--- src/rtl/surf_trig_gen_v4.sv ---
// surf_trig_gen_v4: masked beam OR-reduce, holdoff FSM, address stamp,
// FWFT trigger-word FIFO to AXI4-Stream, accepted/overflow counters.
//
// Ports:
//   ifclk, gen_rstn_i          clock, async active-low reset
//   trig_i, mask_i, mask_wr_i  beam triggers and mask load
//   holdoff_i                  min trigger spacing minus 1
//   offset_i, runrst_i,        run control and address offset
//   runstop_i
//   trig_tdata/tvalid/tready   AXI4-Stream trigger word out
//   trig_count_o, ovf_count_o  accepted / dropped word counters
module surf_trig_gen_v4 #(
  parameter int NBEAMS     = 48,
  parameter int FIFO_DEPTH = 16,
  parameter int HOLDOFF_W  = 8
) (
  input  logic                 ifclk,
  input  logic                 gen_rstn_i,
  input  logic [NBEAMS-1:0]    trig_i,
  input  logic [NBEAMS-1:0]    mask_i,
  input  logic                 mask_wr_i,
  input  logic [HOLDOFF_W-1:0] holdoff_i,
  input  logic [11:0]          offset_i,
  input  logic                 runrst_i,
  input  logic                 runstop_i,
  output logic [31:0]          trig_tdata,
  output logic                 trig_tvalid,
  input  logic                 trig_tready,
  output logic [15:0]          trig_count_o,
  output logic [15:0]          ovf_count_o
);

  localparam int AW = $clog2(FIFO_DEPTH);
  localparam logic [AW:0] PTR_ONE = (AW+1)'(1);

  typedef enum logic {IDLE, HOLD} state_e;

  logic [NBEAMS-1:0]    mask_q;
  logic [NBEAMS-1:0]    beams_q;
  logic                 hit_q;
  logic [7:0]           meta_q;
  logic [7:0]           meta_d;
  logic                 running_q;
  logic [11:0]          addr_q;
  logic [11:0]          offset_q;
  state_e               state_q;
  logic [HOLDOFF_W-1:0] cnt_q;
  logic [31:0]          word_q;
  logic                 wr_q;
  logic [15:0]          trig_cnt_q;
  logic [15:0]          ovf_q;
  logic [31:0]          mem [FIFO_DEPTH];
  logic [AW:0]          wp_q;
  logic [AW:0]          rp_q;

  logic empty;
  logic full;
  logic pop;
  logic push;
  logic drop;
  logic accept;
  logic multi;
  logic [6:0] idx;

  // Lowest set beam wins; x & (x-1) is nonzero iff two or more bits set.
  always_comb begin
    idx = '0;
    for (int i = NBEAMS - 1; i >= 0; i--) begin
      if (beams_q[i]) idx = 7'(i);
    end
    multi  = |(beams_q & (beams_q - NBEAMS'(1)));
    meta_d = (|beams_q) ? {multi, idx} : 8'h00;
  end

  always_ff @(posedge ifclk or negedge gen_rstn_i) begin
    if (!gen_rstn_i) begin
      mask_q  <= '1;
      beams_q <= '0;
      hit_q   <= 1'b0;
      meta_q  <= 8'h00;
    end else begin
      if (mask_wr_i) mask_q <= mask_i;
      beams_q <= trig_i & ~mask_q;
      hit_q   <= |beams_q;
      meta_q  <= meta_d;
    end
  end

  always_ff @(posedge ifclk or negedge gen_rstn_i) begin
    if (!gen_rstn_i) begin
      running_q <= 1'b0;
      offset_q  <= 12'h000;
      addr_q    <= 12'h001;
    end else begin
      if (runrst_i) begin
        running_q <= 1'b1;
        offset_q  <= offset_i;
      end else if (runstop_i) begin
        running_q <= 1'b0;
      end
      addr_q <= (running_q && !runrst_i) ? addr_q + 12'd1 : 12'd1;
    end
  end

  assign accept = hit_q && running_q && (state_q == IDLE);

  always_ff @(posedge ifclk or negedge gen_rstn_i) begin
    if (!gen_rstn_i) begin
      state_q <= IDLE;
      cnt_q   <= '0;
      word_q  <= 32'h0;
      wr_q    <= 1'b0;
    end else begin
      wr_q <= accept;
      if (accept) begin
        cnt_q   <= holdoff_i;
        state_q <= (holdoff_i == '0) ? IDLE : HOLD;
        word_q  <= {2'b10, addr_q + offset_q, 2'b00, 8'h00, meta_q};
      end else if (state_q == HOLD) begin
        cnt_q <= cnt_q - HOLDOFF_W'(1);
        if (cnt_q == HOLDOFF_W'(1)) state_q <= IDLE;
      end
    end
  end

  assign empty = (wp_q == rp_q);
  assign full  = (wp_q[AW] != rp_q[AW]) &&
                 (wp_q[AW-1:0] == rp_q[AW-1:0]);
  assign pop   = !empty && trig_tready;
  // A pop in the same cycle frees the slot for a write to a full FIFO.
  assign push  = wr_q && (!full || pop);
  assign drop  = wr_q && full && !pop;

  always_ff @(posedge ifclk or negedge gen_rstn_i) begin
    if (!gen_rstn_i) begin
      wp_q <= '0;
      rp_q <= '0;
    end else begin
      if (push) wp_q <= wp_q + PTR_ONE;
      if (pop)  rp_q <= rp_q + PTR_ONE;
    end
  end

  always_ff @(posedge ifclk) begin
    if (push) mem[wp_q[AW-1:0]] <= word_q;
  end

  always_ff @(posedge ifclk or negedge gen_rstn_i) begin
    if (!gen_rstn_i) begin
      trig_cnt_q <= 16'h0;
      ovf_q      <= 16'h0;
    end else begin
      if (runrst_i) begin
        trig_cnt_q <= 16'h0;
        ovf_q      <= 16'h0;
      end else begin
        if (accept) trig_cnt_q <= trig_cnt_q + 16'd1;
        if (drop && ovf_q != 16'hFFFF) ovf_q <= ovf_q + 16'd1;
      end
    end
  end

  assign trig_tvalid  = !empty;
  assign trig_tdata   = empty ? 32'h0 : mem[rp_q[AW-1:0]];
  assign trig_count_o = trig_cnt_q;
  assign ovf_count_o  = ovf_q;

endmodule

--- config.mk ---
export PLATFORM = sky130hd
export DESIGN_NAME = surf_trig_gen_v4
export DESIGN_NICKNAME = d
export VERILOG_FILES = /design/src/rtl/surf_trig_gen_v4.sv
export SDC_FILE = /design/constraint.sdc
export NUM_CORES = 1
export LEC_CHECK = 0
export ABC_AREA = 1
export CELL_PAD_IN_SITES_DETAIL_PLACEMENT = 2
export CELL_PAD_IN_SITES_GLOBAL_PLACEMENT = 2
export CORE_UTILIZATION = 39
export CTS_CLUSTER_SIZE = 40
export DETAILED_ROUTE_END_ITERATION = 6
export MAX_ROUTING_LAYER = met4
export PLACE_DENSITY_LB_ADDON = 0.1
export RECOVER_POWER = 25
export SETUP_SLACK_MARGIN = 0.1
export SLEW_MARGIN = 40
export SYNTH_ARGS = -nofsm -noshare
export SYNTH_HDL_FRONTEND = slang
export SYNTH_SLANG_ARGS = --single-unit
--- constraint.sdc ---
create_clock -name ifclk -period 4.01 [get_ports ifclk]
set_input_delay 0.802 -clock ifclk [delete_from_list [all_inputs] [get_ports ifclk]]
set_output_delay 0.802 -clock ifclk [all_outputs]
set_load 0.03 [all_outputs]
==> results.toml <==
[global_routing]
grt_pass1_vias = 17300
grt_max_degree = 115
grt_overflow = 0
grt_pass1_wl_um = 99000
grt_usage_pct = 23.1
antenna_found_initial = 2

[timing]
fin_ws_ps = 337
max-slew-margin-rel_pct = -34.1
finalCriticalPeriod_ps = 3670
drv_slew = 137
hold_violations = 0
finalClockSkew_ps = 28.8
worst_pin_slew_ps = 2010
fin_tns_setup_ps = 0
rsz0062_at_grt = "false"
fin_crit_sh_pct = 91.6
finalSetupViolations = 0
timing.hold.ws_ps = 448
clock.fmax_mhz = 272

[run_status]
violations = "max-capacitance violations, max-slew violations"
status = "finished, violations left"

[logic_synthesis]
netlist_instances = 1968
syn_avg_cell_area_um2 = 11.3
synthArstFlopShare_pct = 38.6
ys_seq_area_share_pct = 66.3
ys_types = 53
synth_edf_count = 320
synth_top_area_share_pct = 43.3
syn_area_um2 = 22200
ys.flop_type = "edfxtp_1"
synth_area_leaders = "edfxtp_1, dfrtp_1, nor2_1"
yosys_warnings = 0
ys_ff_latch = 521
yosysTopAreaCell = "edfxtp_1"

[floorplanning]
start_util_pct = 39.4
die_y_um = 241
dieArea_um2 = 57800
ios = 187
rows = 87
core_um2 = 56300
fp.dieW_um = 241

[drt]
met2_wirelength_um = 32500
antenna_left = 0
dr.pass1.iters = 4
drt_iter0_markers = 657
highest_layer = "met4"
vias = 15500
wl_per_cell_um = 21.6
m1WireLength_um = 27200
totalWireLength_um = 64000
via_per_inst = 5.24
route.detailed.drc = 0
met3_length_um = 2780

[setup_path]
slowest_stage = "dfrtp_4"
cp_max_fo = 38
arrival_ps = 2870
start_kind = "flop"
cpMostUsedCell = "buf_4"
max_stage_delay_ps = 670
required_ps = 3210
crit_path_end_kind = "primary output"
critical_path_class = "reg -> out"
cp_cell_sequence = "buf_4 > o21ai_0 > o221ai_1 > o211ai_1 > a31oi_1 > buf_4"

[final_layout]
nets = 2305
area_growth_pct = 20.9
drive_above_1_share_pct = 12.4
fin_util_pct = 47.6

[cts]
cts_buffers = 56
hold_buffers = 0
cts.path.max_buffers = 3
clkTransAtPathRegs_ps = 60
cts_root_buf = "clkbuf_16"
worstSkewPairLatency_ps = 620
cts_sinks = 521
cts_tree = "built"
h-tree-depth = 2

[placed_design]
port_buffers = 174
gp_congestion = 0.801
place_ws_ps = 475
hpwl_um = 41800

[hold_path]
hp-class = "reg -> reg"

[pwr]
vdd_drop_max_mv = 0.385
power_mw = 15.0
p_leak_nw = 9.77
p_per_area_nw_per_um2 = 560

[flow_run]
cap_violations = 2
==> cells in the mapped netlist, drive strengths merged (2+ instances only) <==
master / count
dfstp: 49
dfrtp: 152
nand4: 5
o31ai: 4
ha: 21
mux2i: 30
buf: 18
o2111ai: 3
xor2: 23
edfxtp: 320
nand3: 28
a211oi: 9
o32ai: 50
a2111oi: 2
nor3b: 3
xnor2: 5
a21oi: 51
o21ai: 139
mux2: 48
o221ai: 32
nor3: 21
nand2: 259
nor4: 9
a31oi: 27
nor2: 362
inv: 192
clkbuf: 73
o21bai: 2
o211ai: 13
or2: 2
o21a: 5
==> timing repair <==
action / 4_1_cts / 5_1_grt
setup endpoints to repair: 0 / 6
resized for setup: 0 / 1
setup buffers: 0 / 1
==> final cells by class <==
cell class                      count  area [um^2]
Antenna cell                        2         5.00
Clock buffer                       84         1580
Clock inverter                     20          149
Fill cell                        5699        29500
Inverter                          193          728
Multi-Input combinational cell   1174         6450
Sequential cell                   521        14700
Tap cell                          756          946
Timing Repair Buffer              215         2250
==> per-stage QoR <==
stage	cells	instance area (um^2)
CTS	2962	26800
global placement	2858	25100
finish	2965	26800
floorplan	1979	22200
global route	2965	26800
detailed placement	2858	25100
==> cell families after synthesis <==
| kind of cell | after synthesis | share of synthesized area, % |
|---|---|---|
| AOI/OAI and AO/OA | 342 | 9.79 |
| xor gates and xnor gates | 28 | 1.11 |
| adders and majority gates | 23 | 1.32 |
| buffers and inverters | 284 | 5.02 |
| DFF | 521 | 66.3 |
| muxes | 78 | 3.79 |
| other | 1 | 0.0169 |
| and+or+nand+nor | 691 | 12.7 |
==> critical path, delay by kind of cell, from the launching register on <==
kind	cells	cell delay, ps
AO/OA/AOI/OAI	4	950
flip-flops	1	670
buffers and inverters	2	630
==> power breakdown <==
| part | leakage, nW | internal [mW] | total (mW) | switching, mW |
|---|---|---|---|---|
| sequential | 4.69 | 5.84 | 6.02 | 0.173 |
| clock | 0.846 | 2.83 | 4.96 | 2.12 |
| combinational | 4.23 | 1.51 | 4.04 | 2.53 |
==> cell usage in the layout (no fill, tap or decap), types with 4 or more instances in the layout <==
master	Yosys	layout
clkinv_1	1	8
inv_1	188	188
a211oi_1	9	9
dfrtp_1	152	150
o221ai_1	32	32
conb_1	1	12
nand3_1	27	27
clkbuf_1	73	23
a31oi_1	27	27
mux2i_1	30	30
nor4_1	8	8
edfxtp_1	320	320
o31ai_1	4	4
o211ai_1	13	13
nor2_1	357	341
dlygate4sd3_1	0	48
xnor2_1	5	5
ha_1	21	21
nand4_1	5	5
buf_12	0	21
o32ai_1	50	50
mux2_2	48	48
nor2_2	0	16
clkdlybuf4s50_1	0	103
dfstp_2	49	49
a21oi_1	51	51
nand2_1	256	256
nor3_1	20	20
xor2_1	23	23
o21ai_0	139	139
clkinv_2	0	8
clkbuf_8	0	5
o21a_1	5	5
clkbuf_16	0	57
buf_4	12	39
==> worst paths after layout <==
kind / from / end / slack [ps] / depth (start not counted)
worst max register to register: beams_q[0]$_DFF_PN0_ / meta_q[7]$_DFF_PN0_ / 710 / 22
worst min register to register: meta_q[7]$_DFF_PN0_ / word_q[7]$_DFFE_PN0P_ / 450 / 2
worst min-delay path: meta_q[7]$_DFF_PN0_ / word_q[7]$_DFFE_PN0P_ / 450 / 2
max in group asynchronous: gen_rstn_i / ovf_count_o[1]$_DFFE_PN0P_ / 870 / 2
worst max-delay path: rp_q[1]$_DFFE_PN0P_ / trig_tdata[23] / 340 / 6
min in group asynchronous: gen_rstn_i / beams_q[28]$_DFF_PN0_ / 760 / 1
==> flip-flops by register name (all words and copies together) (netlist names) <==
signal        flops
word_q           20
offset_q         12
ovf_count_o      16
trig_count_o     16
beams_q          48
cnt_q             8
hit_q             1
state_q           1
wp_q              5
mem             320
addr_q           12
meta_q            7
rp_q              5
mask_q           48
wr_q              1
running_q         1
==> routing by layer <==
metal,vias up,track usage (%)
met2,289,39.8
met5,-,-
met4,0,6.02
li1,7165,-
met1,7980,27.9
met3,96,3.82
Power figures use the tool's default switching activity.
